[src/rtl/xform_arbiter.sv]
// rtl/xform_arbiter.sv - round-robin arbiter sharing one byte transform unit
// Tracks the unit's one-cycle latency with a tag and returns tagged results via a credited FIFO.
module xform_arbiter #(
   parameter int NUM_REQ    = 4,
   parameter int FIFO_DEPTH = 4,
   parameter int IDW        = $clog2(NUM_REQ)
) (
   input  logic                 clk,
   input  logic                 rst,
   input  logic                 en,
   input  logic [NUM_REQ-1:0]   req_valid,
   input  logic [8*NUM_REQ-1:0] req_data,
   output logic [NUM_REQ-1:0]   req_ready,
   output logic [7:0]           xf_in,
   input  logic [7:0]           xf_out,
   output logic                 rsp_valid,
   output logic [7:0]           rsp_data,
   output logic [IDW-1:0]       rsp_id,
   input  logic                 rsp_ready,
   output logic                 busy
);

   localparam int CW = $clog2(FIFO_DEPTH + 1);
   localparam int PW = $clog2(FIFO_DEPTH);

   logic [IDW-1:0] ptr;
   logic [IDW-1:0] pend_id;
   logic [IDW-1:0] gnt_idx;
   logic [IDW-1:0] cand;
   logic           pending;
   logic           issue_ok;
   logic           transfer;
   logic [CW-1:0]  count;
   logic [PW-1:0]  wr_ptr;
   logic [PW-1:0]  rd_ptr;
   logic [7:0]     mem_data [FIFO_DEPTH];
   logic [IDW-1:0] mem_id   [FIFO_DEPTH];
   logic           push;
   logic           pop;

   function automatic logic [PW-1:0] wrap_inc(input logic [PW-1:0] p);
      return (p == PW'(FIFO_DEPTH - 1)) ? '0 : p + PW'(1);
   endfunction

   // The in-flight result already holds a FIFO slot, so it counts against credit.
   assign issue_ok = !rst && en && ((int'(count) + int'(pending)) < FIFO_DEPTH);

   always_comb begin
      req_ready = '0;
      xf_in     = 8'h00;
      gnt_idx   = '0;
      transfer  = 1'b0;
      cand      = ptr;
      if (issue_ok) begin
         for (int i = 0; i < NUM_REQ; i++) begin
            cand = (cand == IDW'(NUM_REQ - 1)) ? '0 : cand + IDW'(1);
            if (!transfer && req_valid[cand]) begin
               transfer = 1'b1;
               gnt_idx  = cand;
            end
         end
      end
      if (transfer) begin
         req_ready[gnt_idx] = 1'b1;
         xf_in              = req_data[{gnt_idx, 3'b000} +: 8];
      end
   end

   assign push      = pending;
   assign rsp_valid = (count != '0);
   assign pop       = rsp_valid && rsp_ready;
   assign rsp_data  = mem_data[rd_ptr];
   assign rsp_id    = mem_id[rd_ptr];
   assign busy      = pending || (count != '0);

   always_ff @(posedge clk) begin
      if (rst) begin
         ptr     <= IDW'(NUM_REQ - 1);
         pending <= 1'b0;
         pend_id <= '0;
         count   <= '0;
         wr_ptr  <= '0;
         rd_ptr  <= '0;
         for (int i = 0; i < FIFO_DEPTH; i++) begin
            mem_data[i] <= 8'h00;
            mem_id[i]   <= '0;
         end
      end else begin
         pending <= transfer;
         if (transfer) begin
            ptr     <= gnt_idx;
            pend_id <= gnt_idx;
         end
         if (push) begin
            mem_data[wr_ptr] <= xf_out;
            mem_id[wr_ptr]   <= pend_id;
            wr_ptr           <= wrap_inc(wr_ptr);
         end
         if (pop) begin
            rd_ptr <= wrap_inc(rd_ptr);
         end
         case ({push, pop})
            2'b10:   count <= count + CW'(1);
            2'b01:   count <= count - CW'(1);
            default: count <= count;
         endcase
      end
   end

endmodule

[config.mk]
export PLATFORM = sky130hd
export DESIGN_NAME = xform_arbiter
export DESIGN_NICKNAME = d
export VERILOG_FILES = /design/src/rtl/xform_arbiter.sv
export SDC_FILE = /design/constraint.sdc
export NUM_CORES = 1
export LEC_CHECK = 0
export ABC_AREA = 1
export BUFFER_PORTS_ARGS = -buffer_cell sky130_fd_sc_hd__buf_2
export CORE_ASPECT_RATIO = 1.25
export CORE_MARGIN = 2
export CORE_UTILIZATION = 40
export DETAILED_ROUTE_END_ITERATION = 16
export PLACE_DENSITY = 0.7
export SETUP_SLACK_MARGIN = 0.05
export SLEW_MARGIN = 20
export SYNTH_ARGS = -nofsm -noshare
export SYNTH_HDL_FRONTEND = slang
export SYNTH_SLANG_ARGS = --single-unit
[constraint.sdc]
create_clock -name clk -period 2.2 [get_ports clk]
set_input_delay 0 -clock clk [delete_from_list [all_inputs] [get_ports clk]]
set_output_delay 0 -clock clk [all_outputs]
set_load 0.01 [all_outputs]
Word-level counts from Yosys, hierarchy flattened
Memories as Yosys holds them, arrays and structs flattened. A register that Yosys moved wholly into a read port is not among the register bits.
Cells that the tools add are included.

word-level totals
  RAM bits = 40
  input port bits = 48
  memories = 2
  word-level logic and storage cells = 96
  register bits after elaboration = 12

operators by class
  $lt $le $gt $ge = 7
  muxes and demuxes = 47
  reduce and logical (&&, ||, !) cells = 16
  shift operators = 1
  add/subtract/negate cells = 9
  equal/unequal tests = 8

memories
  name      depth  bits a word  rd ports  clocked after Yosys merged registers in  wr ports  RTL line  text
  mem_data  4      8            1         1                                        4         36        logic [7:0] mem_data [FIFO_DEPTH];
  mem_id    4      2            1         1                                        4         37        logic [IDW-1:0] mem_id [FIFO_DEPTH];

operator list
  operator               count
  $mux W2                18
  $shiftx A32 B6 Y8      1
  $mux W1                20
  $mux W8                2
  $lt A2 B3 Y1 const B   5
  $eq A2 B2 Y1 const B   7
  $add A2 B1 Y2 const B  6
  $bmux W1 S2            4
  $reduce_or A8 Y1       1
  $logic_and A1 B1 Y1    7
  $pmux W3 S2            1
  $add A3 B1 Y4          1
  $logic_not A1 Y1       4
  $lt A4 B3 Y1 const B   1
  $mux W4                1
  $add A3 B1 Y3 const B  1
  $reduce_bool A3 Y1     1
  $sub A3 B1 Y3 const B  1
  $demux W1 S2           1
  $eq A2 B1 Y1 const B   1
  $ge A2 B1 Y1 const B   1
  $reduce_bool A2 Y1     1
  $reduce_or A2 Y1       1
  $logic_or A1 B1 Y1     1

Longest topological paths before layout
Gate-level depths: netlist (run 1).

  word-level depth = 23
  gate-level depth with buffers = 17

Worst setup path before layout (run 1)
OpenSTA, ideal clock, no wires.

  path kind = register to output
  from = register ptr[0]
  to = output port xf_in[2]
  data required time = 2.200 ns
  buffers on the path = 1
  stages on the path, launching flop included = 16
  path slack = 0.264 ns
  data arrival time = 1.936 ns
  path through = dfxtp_1 > ha_1 > inv_2 > nand2_1 > nand2_2 > nand2_1 > nand2_2 > nand2_2 > nand2_1 > nand2_2 > nand2_4 > buf_6 > nand3_2 > nand2_1 > nand2_1 > a21oi_1

between the ends
  longest elaborated chain between the ends = 20

ends and longest elaborated chain
  element                                                                 RTL line  text
  from (decl)                                                             26        logic [IDW-1:0] ptr;
  from (signal assigned)                                                  78        ptr <= IDW'(NUM_REQ - 1);
  from (signal assigned)                                                  91        ptr <= gnt_idx;
  $add A2 B1 Y2 / $eq A2 B2 Y1 (equally long branches)                    56        cand = (cand == IDW'(NUM_REQ - 1)) ? '0 : cand + IDW'(1);
  $mux W2 *                                                               56
  parallel branches: the longest is 17 deep, another holds $add A2 B1 Y2  --
  $mux W8 *                                                               63        if (transfer) begin
  to (decl)                                                               14        output logic [7:0] xf_in,

Mark *: on every way between the ends. The select of a mux whose other input is x is not followed.

Worst setup path after layout (run 1)
  from = register ptr[1]
  to = output port xf_in[6]

The elaborated chain is that of the path after synthesis.

==> results of run 1 <==
## per-layer routing
layer	up-vias	track usage [%]	wire, um
li1	1416	-	-
met5	-	0	0
met1	1318	21.7	3080
met2	99	35.7	4270
met4	0	5.77	174
met3	12	3.48	435
## worst paths after layout
check / startpoint / endpoint / slack [ns] / cells past startpoint
max: ptr[1]$_SDFFE_PP1P_ / xf_in[6] / -0.21 / 17
min: xf_out[3] / mem_data[2][3]$_SDFFCE_PN0P_ / 0.03 / 3
max reg2reg: ptr[1]$_SDFFE_PP1P_ / pend_id[1]$_SDFFE_PP0P_ / 0.17 / 14
min reg2reg: pend_id[0]$_SDFFE_PP0P_ / pend_id[0]$_SDFFE_PP0P_ / 0.47 / 2
## flip-flops by register name, summed over array words and instances (netlist names), named ones only
register	flops
count	3
ptr	2
mem_id	8
rd_ptr	2
pend_id	2
pending	1
wr_ptr	2
mem_data	32
## synthesized netlist by cell type
cell      instances
nand3_1          18
nor2_1           71
dfxtp_1          14
clkbuf_1          9
buf_6             3
nor2_2            1
o31ai_1           1
edfxtp_1         40
a21oi_2           7
buf_2             1
o21ai_0          27
inv_2             6
nand2_2           9
fa_1              1
clkinv_1          1
buf_8             1
nand2_4           2
nor3_1            1
nand3_2          10
xor2_1            1
buf_4             2
a21oi_1           9
o211ai_1          1
o211a_1           1
inv_1            28
nor2_4            2
ha_1              4
o21ai_2           1
nand4_1           2
nand2_1          84
o22ai_1          11
## worst max-delay path: cells and delay by family, from the launching register on
family | cells | cell delay (ns)
simple gates | 12 | 1.00
buf+inv | 3 | 0.45
flops | 1 | 0.35
fa+ha+maj | 1 | 0.18
compound gates | 1 | 0.13
## power breakdown
group          switching, mW  total, mW  internal [mW]
logic                   1.26       2.15          0.891
registers             0.0844       1.31           1.22
clock network          0.326      0.665          0.339
## cell type report
type | count | area (um^2)
Multi-Input combinational cell | 267 | 1600
Inverter | 35 | 144
Fill cell | 662 | 3170
Clock inverter | 3 | 45.0
Clock buffer | 5 | 68.8
Timing Repair Buffer | 105 | 723
Tap cell | 92 | 115
Sequential cell | 54 | 1480
## stage by stage
stage	setup WS [ns]	setup TNS [ns]	instances
after global routing	-0.343	-3.33	561
final	-0.211	-2.08	561
after global placement	0.0284	0	530
after CTS	-0.202	-1.92	555
after detailed placement	0.00614	0	530
after floorplan	0.264	0	369
## timing repair
item,4_1_cts,5_1_grt
pin swaps,24,29
endpoints found under the setup margin,12,16
endpoints found under the hold margin,5,0
buffers inserted,12,7
hold buffers,1,0
gates cloned,4,1
resized for setup,37,47
## cells by family (layout without fill, tap and decap cells)
kind of cell | after synthesis | in the layout | synth area share [%]
buffers and inverters | 51 | 148 | 7.71
DFF | 54 | 54 | 48.8
AOI/OAI and AO/OA | 58 | 58 | 11.3
xor gates and xnor gates | 1 | 1 | 0.289
and+or+nand+nor | 200 | 203 | 29.6
adders and majority gates | 5 | 5 | 2.31
==> metrics.md, run 1 <==
| Metric | Value |
|---|---|
| # DRC | 0 |
| CTS HTree Levels | 2 |
| GRT overflow | 0 |
| GRT Util Overall | 19.1% |
| Setup ws final | -0.211 ns |
| Worst path slowest cell | dfxtp_2 |
| First-pass GRT wire length | 12.3 mm |
| Slew at the pin closest to its max-slew limit | 0.560 ns |
| Site Rows | 35 |
| VDD IR max | 566 uV |
| Die X | 81.9 um |
| CP Max Fanout | 6 |
| Yosys top cell area share | 39.6% |
| Initial antenna violation count | 0 |
| Final Total Pwr | 4.12 mW |
| Top cells by area, synth | edfxtp_1, nand2_1, dfxtp_1 |
| Layout overhead on the synthesized area | 37.8% |
| Die ar. | 0.00831 mm^2 |
| First drt pass iteration count | 4 |
| Hold Worst Slack | 0.0251 ns |
| Most frequent cells in the layout | nor2_1, buf_2, nand2_1 |
| Detailed Place HPWL | 4.99 mm |
| Worst-Skew Late Latency | 0.32 ns |
| Initial Util | 41.3% |
| Post-synth cell types | 31 |
| Worst hold path type | primary input to flip-flop |
| Chip height | 101 um |
| Yosys warnings | 0 |
| CP cell instances | ha_4 -> nor2_4 -> buf_6 -> nand2_4 -> nand2_4 -> nand2_4 -> nand2_4 -> nand3_4 -> nor2_4 -> nor2_4 -> buf_12 -> nand2_8 -> nand2_2 -> nand2_1 -> nand2_1 -> a21oi_2 -> buf_2 |
| Vias | 2845 |
| Final design utilization | 56.9% |
| Cts bufs inserted | 5 |
| IO Count | 72 |
| Clock Skews | 0.0109 ns |
| Status | finished with violations |
| Synthesis-stage register bit count | 54 |
| DR WL/cell | 14.2 um |
| Vias per cell | 5.07 |
| RSZ-0062 raised after global routing | true |
| Mapped Nets | 422 |
| Mapped cell area | 0.00304 mm^2 |
| Max-cap violations | 0 |
| Final instance area | 0.00418 mm^2 |
| CTS root buffer | clkbuf_8 |
| TritonCTS Sinks | 54 |
| Layout cells sized above 1 | 40.7% |
| Area leader, netlist | edfxtp_1 |
| Initial DRC Count | 122 |
| Fmax | 415 MHz |
| Core ar. | 0.00736 mm^2 |
| RD Place Congestion | 0.908 |
| Nets | 521 |
| Vias in the first global route | 2693 |
| Final ANT Viol Nets | 0 |
| Violated checks | setup timing |
| Lkg Pwr | 1.91 nW |
| Worst-path clk slew | 0.10 ns |
| Mapped Cells | 369 |
| Final hold vios | 0 |
| Worst setup EP type | output pin |
| Most frequent cell on the critical path | nand2_4 |
| CP required | 2.20 ns |
| TritonCTS clock tree | built |
| Syn Area/Cell | 8.23 um^2 |
| Arrival @ worst endpoint | 2.41 ns |
| Inserted Diodes | 0 |
| Setup crit start kind | flip-flop |
| Crit share post-route | 110% |
| Crit path largest cell delay | 0.35 ns |
| Crit path kind | flip-flop to output pin |
| Clk buf depth | 2 |
| Largest net degree at the start of global routing | 21 |
| Slew headroom | 62.6% |
| Final setup fails | 12 |
| Clock period minus worst slack | 2.41 ns |
| Cell Pwr Density | 985 mW/mm^2 |
| Sequential area share after synthesis | 48.8% |
| Routed WL | 7.96 mm |
| I/O Buffers | 71 |
| Post-DP Area | 0.00351 mm^2 |
| Slew Limit Fails | 0 |
(Power assumes the default switching activity.)
==> run 2: changes to the inputs <==
Settings changed: HOLD_SLACK_MARGIN set to 0.06.
==> run 2 against run 1 <==
Effect of this change: the run still ends with setup timing left; critical path depth is the same; total power grew 0.19%; setup slack lost 0.0043 ns; worst hold slack gained 0.22 ns; highest routed layer unchanged; critical path type unchanged; register-to-register slack is essentially flat; utilization grew 1.2 points; first-iteration DRC count grew 5.7%; combinational power is essentially flat; largest cell class unchanged; clock power is essentially flat; count of clock-buffer cells in the layout is the same.
==> metrics.md, run 2 (synthesis results as in run 1) <==
| Metric | Value |
|---|---|
| Status | finished with violations |
| Violated checks | setup timing |
| Crit path kind | flip-flop to output pin |
| Setup slack, reg-to-reg | 0.17 ns (about the same) |
| GRT Util Overall | 19.3% (+0.17 points) |
| Final hold vios | 0 (unchanged) |
| DRT met1 WL | 3.07 mm (-0.39%) |
| Chip height | 101 um (unchanged) |
| Final ANT Viol Nets | 0 (unchanged) |
| Fill cells | 648 (-2.1%) |
| Storage cell area | 0.00148 mm^2 (unchanged) |
| IO Count | 72 (unchanged) |
| Detailed Place HPWL | 4.99 mm (unchanged) |
| TritonCTS clock tree | built |
| Inserted Diodes | 0 (unchanged) |
| Largest net degree at the start of global routing | 21 (unchanged) |
| Worst setup EP type | output pin |
| Top layer in use | met4 |
| WL met2 | 4.32 mm (+1.3%) |
| Crit share post-route | 110% (+0.19 points) |
| Final setup fails | 12 (unchanged) |
| Vias | 2857 (+0.42%) |
| CTS root buffer | clkbuf_8 |
| Non-filler cells, final | 570 (+1.6%) |
| # DRC | 0 (unchanged) |
| Worst hold path type | primary input to flip-flop |
| First drt pass iteration count | 4 (unchanged) |
| Slew headroom | 63.0% (+0.35 points) |
| RSZ-0062 raised after global routing | true |
| Routed WL | 7.97 mm (about the same) |
| First-pass GRT wire length | 12.4 mm (+1.1%) |
| Clock Skews | 0.0107 ns (-0.000188 ns) |
| I/O Buffers | 71 (unchanged) |
| Vias per cell | 5.01 (-1.2%) |
| Fmax | 414 MHz (-0.18%) |
| CP Max Fanout | 6 (unchanged) |
| Most frequent cells in the layout | nor2_1, buf_2, nand2_1 |
| VDD IR max | 562 uV (-0.83%) |
| Largest regs | mem_data x32, mem_id x8, count x3 |
| Slew at the pin closest to its max-slew limit | 0.555 ns (-0.00529 ns) |
| Worst-Skew Late Latency | 0.31 ns (about the same) |
| Initial antenna violation count | 0 (unchanged) |
| GRT overflow | 0 (unchanged) |
| Max-cap violations | 0 (unchanged) |
| Number of flip-flops in the largest register | 32 (unchanged) |
| Multi-input combinational cell area | 0.00160 mm^2 (unchanged) |
| Slew Limit Fails | 0 (unchanged) |
| Die X | 81.9 um (unchanged) |
| Initial Util | 41.3% (unchanged) |
| Cts bufs inserted | 5 (unchanged) |
| Clk buf depth | 2 (unchanged) |
| Final design utilization | 58.1% (+1.2 points) |
| Placed Instances | 530 (unchanged) |
| Register bank with the most flops | mem_data |
| Setup crit start kind | flip-flop |
| RD Place Congestion | 0.908 (unchanged) |
| Cell Pwr Density | 966 mW/mm^2 (-1.9%) |
| Met3 wire length | 422 um (-3.0%) |
| Vias in the first global route | 2730 (+1.4%) |
| DR WL/cell | 14.0 um (-1.5%) |
| Layout overhead on the synthesized area | 40.8% |
| Lkg Pwr | 1.94 nW (+2.0%) |
| Clock period minus worst slack | 2.42 ns (+0.00428 ns) |
| CTS HTree Levels | 2 (unchanged) |
| Die ar. | 0.00831 mm^2 (unchanged) |
| TritonCTS Sinks | 54 (unchanged) |
| Layout cells sized above 1 | 40.0% (-0.77 points) |
| Core ar. | 0.00736 mm^2 (unchanged) |
| CP required | 2.20 ns (about the same) |
| Arrival @ worst endpoint | 2.42 ns (about the same) |
| Worst-path clk slew | 0.09 ns (about the same) |
| Site Rows | 35 (unchanged) |
| Initial DRC Count | 129 (+5.7%) |
| Nets | 530 (+1.7%) |
| Setup ws final | -0.215 ns (-0.00428 ns) |
run 2: cell count changes in the layout (fill, tap and decap cells not counted):
cell,previous run,this run
dlygate4sd3_1,1,10
run 2: power breakdown:
part / switching (mW) / internal [mW]
logic: 1.25 / 0.901
clock network: 0.326 / 0.339
registers: 0.0844 / 1.22
total: 1.67 / 2.46
run 2: worst paths after layout:
check                                 end  cells after the start                     from
setup reg to reg  pend_id[1]$_SDFFE_PP0P_                     14      ptr[1]$_SDFFE_PP1P_
setup / recovery                 xf_in[6]                     17      ptr[1]$_SDFFE_PP1P_
hold / removal         pending$_SDFF_PP0_                      4                       en
hold reg to reg   pend_id[0]$_SDFFE_PP0P_                      2  pend_id[0]$_SDFFE_PP0P_
run 2: final cells by class:
cell class | count | area share (%)
Clock buffer | 5 | 1.61
Clock inverter | 3 | 1.05
Inverter | 35 | 3.37
Multi-Input combinational cell | 267 | 37.5
Sequential cell | 54 | 34.7
Tap cell | 92 | 2.69
Timing Repair Buffer | 114 | 19.0
run 2: timing repair:
action                                  CTS  global route
gates cloned                              4             1
setup buffers                            12             7
hold buffers                             10             0
gates resized for setup                  37            47
pin swaps                                24            29
hold endpoints to repair                 38             0
endpoints found under the setup margin   12            16
run 2: per-layer routing:
layer,global-route usage (%),vias up
li1,-,1436
met1,22.0,1317
met2,36.0,94
met3,3.48,10
met4,5.77,0
met5,0,-
run 2: through the flow:
step | setup slack [ns] | TNS (ns) | total power [mW] | instance area [um^2] | hold WS, ns
detailed placement | 0.00614 | 0 | 2.88 | 3510 | 0.280
global placement | 0.0284 | 0 | 2.84 | 3510 | 0.282
global route | -0.343 | -3.33 | 4.40 | 4270 | 0.264
finish | -0.215 | -2.07 | 4.13 | 4270 | 0.244
CTS | -0.202 | -1.92 | 3.93 | 4060 | 0.234
floorplan | 0.264 | 0 | 2.39 | 3040 | 0.0691
run 2: critical path: stages (launching register included):
cell     delay (ns)
dfxtp_2        0.35
ha_4           0.18
nor2_4         0.19
buf_6          0.15
nand2_4        0.05
nand2_4        0.09
nand2_4        0.06
nand2_4        0.10
nand3_4        0.09
nor2_4         0.11
nor2_4         0.07
buf_12         0.16
nand2_8        0.07
nand2_2        0.05
nand2_1        0.06
nand2_1        0.06
a21oi_2        0.13
buf_2          0.14
==> run 3: changes to the inputs <==
--- a/config.mk
+++ b/config.mk
@@ -10,8 +10,8 @@
 export CORE_ASPECT_RATIO = 1.25
 export CORE_MARGIN = 2
-export CORE_UTILIZATION = 40
+export CORE_UTILIZATION = 54
 export DETAILED_ROUTE_END_ITERATION = 16
 export HOLD_SLACK_MARGIN = 0.06
-export PLACE_DENSITY = 0.7
+export PLACE_DENSITY = 0.88
 export SETUP_SLACK_MARGIN = 0.05
 export SLEW_MARGIN = 20
==> constraint.sdc (replaced) <==
create_clock -name clk -period 2.2 [get_ports clk]
set_input_delay 0.22 -clock clk [delete_from_list [all_inputs] [get_ports clk]]
set_output_delay 0.22 -clock clk [all_outputs]
set_load 0.01 [all_outputs]
==> run 3 against run 2 <==
Effect of this change: the run still ends with setup timing left; sequential share of layout area up 3.4 points; wire length fell by 11%; non-clock buffer count fell by 12; utilization grew 13 points; final cell count fell by 7.4%; clock power is 23% lower; worst hold slack worse by 0.051 ns; largest cell class is now sequential cells.
==> metrics.md, run 3 (synthesis results as in run 1) <==
| Metric | Value |
|---|---|
| GRT Util Overall | 23.0% (+3.8 points) |
| Max-cap violations | 0 (unchanged) |
| Largest net degree at the start of global routing | 21 (unchanged) |
| Crit path largest cell delay | 0.35 ns (about the same) |
| Slew Limit Fails | 0 (unchanged) |
| CTS root buffer | clkbuf_8 |
| # DRC | 0 (unchanged) |
| Layout overhead on the synthesized area | 28.3% |
| Sequential Power Share | 35.6% (+4.0 points) |
| Status | finished with violations |
| Comb power frac | 50.5% (-1.8 points) |
| Worst-Skew Late Latency | 0.31 ns (about the same) |
| Slew at the pin closest to its max-slew limit | 0.545 ns (-0.00960 ns) |
| Die ar. | 0.00624 mm^2 (-25%) |
| Switching share of total power | 40.3% (-0.052 points) |
| Clock period minus worst slack | 2.64 ns (+0.220 ns) |
| Clk buf depth | 2 (unchanged) |
| Post-DP Area | 0.00353 mm^2 (+0.61%) |
| Register bank with the most flops | mem_data |
| Clock network power share | 13.9% (-2.2 points) |
| GRT overflow | 0 (unchanged) |
| Fmax | 380 MHz (-8.3%) |
| Non-filler cells, final | 528 (-7.4%) |
| Lkg Pwr | 1.83 nW (-6.1%) |
| CP required | 1.98 ns (-0.22 ns) |
| Routed WL | 7.10 mm (-11%) |
| Setup Slack @ Placement | -0.170 ns (-0.176 ns) |
| Final ANT Viol Nets | 0 (unchanged) |
| Clock Skews | 0.0107 ns (+0.00000940 ns) |
| Number of flip-flops in the largest register | 32 (unchanged) |
| Most frequent cells in the layout | nor2_1, nand2_1, buf_2 |
| Worst setup EP type | output pin |
| Vias in the first global route | 2556 (-6.4%) |
| Cell Pwr Density | 941 mW/mm^2 (-2.5%) |
| Layout cells sized above 1 | 37.1% (-2.9 points) |
| Storage cell area | 0.00148 mm^2 (unchanged) |
| Initial antenna violation count | 0 (unchanged) |
| Most frequent cell on the critical path | nor2_4 |
| Worst-path clk slew | 0.09 ns (about the same) |
| Worst path slowest cell | dfxtp_2 |
| CP cell instances | ha_4 -> nor2_4 -> nand2_2 -> nand3_2 -> nand2_4 -> nand3_4 -> nor2_2 -> nor2_4 -> clkbuf_16 -> inv_2 -> buf_4 -> a21oi_2 -> buf_2 |
| Inserted Diodes | 0 (unchanged) |
| CP Max Fanout | 7 (+1) |
| CP bufs+invs | 4 (+1) |
| IO Count | 72 (unchanged) |
| Site Rows | 30 (-14%) |
| Largest regs | mem_data x32, mem_id x8, count x3 |
| Arrival @ worst endpoint | 2.42 ns (about the same) |
| Crit share post-route | 120% (+10 points) |
| Vias per cell | 5.34 (+6.6%) |
| Placed Instances | 509 (-4.0%) |
| TritonCTS Sinks | 54 (unchanged) |
| Initial Util | 55.8% (+15 points) |
| Setup crit start kind | flip-flop |
| DR WL/cell | 13.4 um (-3.8%) |
| Vias | 2820 (-1.3%) |
| Final setup fails | 12 (unchanged) |
| Crit path kind | flip-flop to output pin |
| Final hold vios | 0 (unchanged) |
| Violated checks | setup timing |
| P_int | 2.19 mW (-11%) |
| I/O Buffers | 71 (unchanged) |
| Multi-input combinational cell area | 0.00145 mm^2 (-9.7%) |
| VDD IR max | 640 uV (+14%) |
| Detailed Place HPWL | 4.81 mm (-3.6%) |
| Initial DRC Count | 194 (+50%) |
| Chip height | 87.8 um (-13%) |
| CTS HTree Levels | 2 (unchanged) |
| Slew headroom | 63.6% (+0.64 points) |
| Worst hold path type | primary input to flip-flop |
| Nets | 516 (-2.6%) |
| Crit path max-delay family | simple AND/OR/NAND/NOR gates |
| Cts bufs inserted | 5 (unchanged) |
| Die X | 71.1 um (-13%) |
| TritonCTS clock tree | built |
| Final instance area | 0.00389 mm^2 (-8.8%) |
| Core ar. | 0.00544 mm^2 (-26%) |
| First-pass GRT wire length | 11.2 mm (-10%) |
| Final design utilization | 71.6% (+13 points) |
| First drt pass iteration count | 4 (unchanged) |
| Setup ws final | -0.435 ns (-0.220 ns) |
| Net load switching power | 1.48 mW (-11%) |
| RSZ-0062 raised after global routing | true |
| Fill cells | 380 (-41%) |
| RD Place Congestion | 0.802 (-12%) |
| Hold_buf cts | 0 (-10) |
run 3: final timing paths:
path,from,end,slack [ns],depth (start not counted)
hold / removal,rst,count[2]$_SDFFE_PP0P_,0.19,2
setup reg to reg,ptr[0]$_SDFFE_PP1P_,ptr[1]$_SDFFE_PP1P_,0.12,13
setup / recovery,ptr[0]$_SDFFE_PP1P_,xf_in[5],-0.44,13
hold reg to reg,pend_id[1]$_SDFFE_PP0P_,pend_id[1]$_SDFFE_PP0P_,0.47,2
run 3: area by class of cell:
type	count	area share, %
clock buffer	5	1.77
clock inverter	3	0.289
inverter	35	3.63
multi-input combinational	264	37.2
sequential	54	38.1
tap	64	2.06
timing repair buffer	102	16.8
timing repair inverter	1	0.161
run 3: metal layers:
metal	routed length (um)	GRT usage, %	vias to the layer above
li1	-	-	1406
met1	2630	22.9	1283
met2	3900	46.9	117
met3	413	4.26	14
met4	146	8.23	0
met5	0	0	-
run 3: worst reg2reg max path, stage by stage (launching register included):
cell and delay [ns]:
dfxtp_2 0.35, ha_4 0.17, nor2_4 0.20, nand2_2 0.12, nand3_2 0.12, nand2_4 0.09, nand3_4 0.09, nor2_2 0.05
nor2_4 0.24, clkbuf_16 0.21, inv_2 0.05, buf_6 0.13, a21oi_2 0.11, nand2_1 0.06
run 3: through the flow:
| step | hold WS [ns] | TNS [ns] | power, mW |
|---|---|---|---|
| after floorplan | 0.289 | 0 | 2.40 |
| after global placement | 0.451 | -1.04 | 2.84 |
| after detailed placement | 0.462 | -1.41 | 2.89 |
| after CTS | 0.173 | -3.57 | 3.50 |
| after global routing | 0.205 | -6.23 | 3.92 |
| final | 0.193 | -4.47 | 3.67 |
run 3: repair_timing:
action,4_1_cts,5_1_grt
resized for setup,21,26
gates cloned,1,1
endpoints found under the setup margin,12,15
buffers inserted,4,5
pin swaps,9,3
run 3: power groups by stage:
stage / registers, mW / clock network (mW) / logic, mW
after floorplan: 1.29 / 0 / 1.11
after global placement: 1.32 / 0 / 1.53
after detailed placement: 1.32 / 0 / 1.57
after CTS: 1.31 / 0.515 / 1.68
after global routing: 1.32 / 0.562 / 2.03
final: 1.30 / 0.510 / 1.85
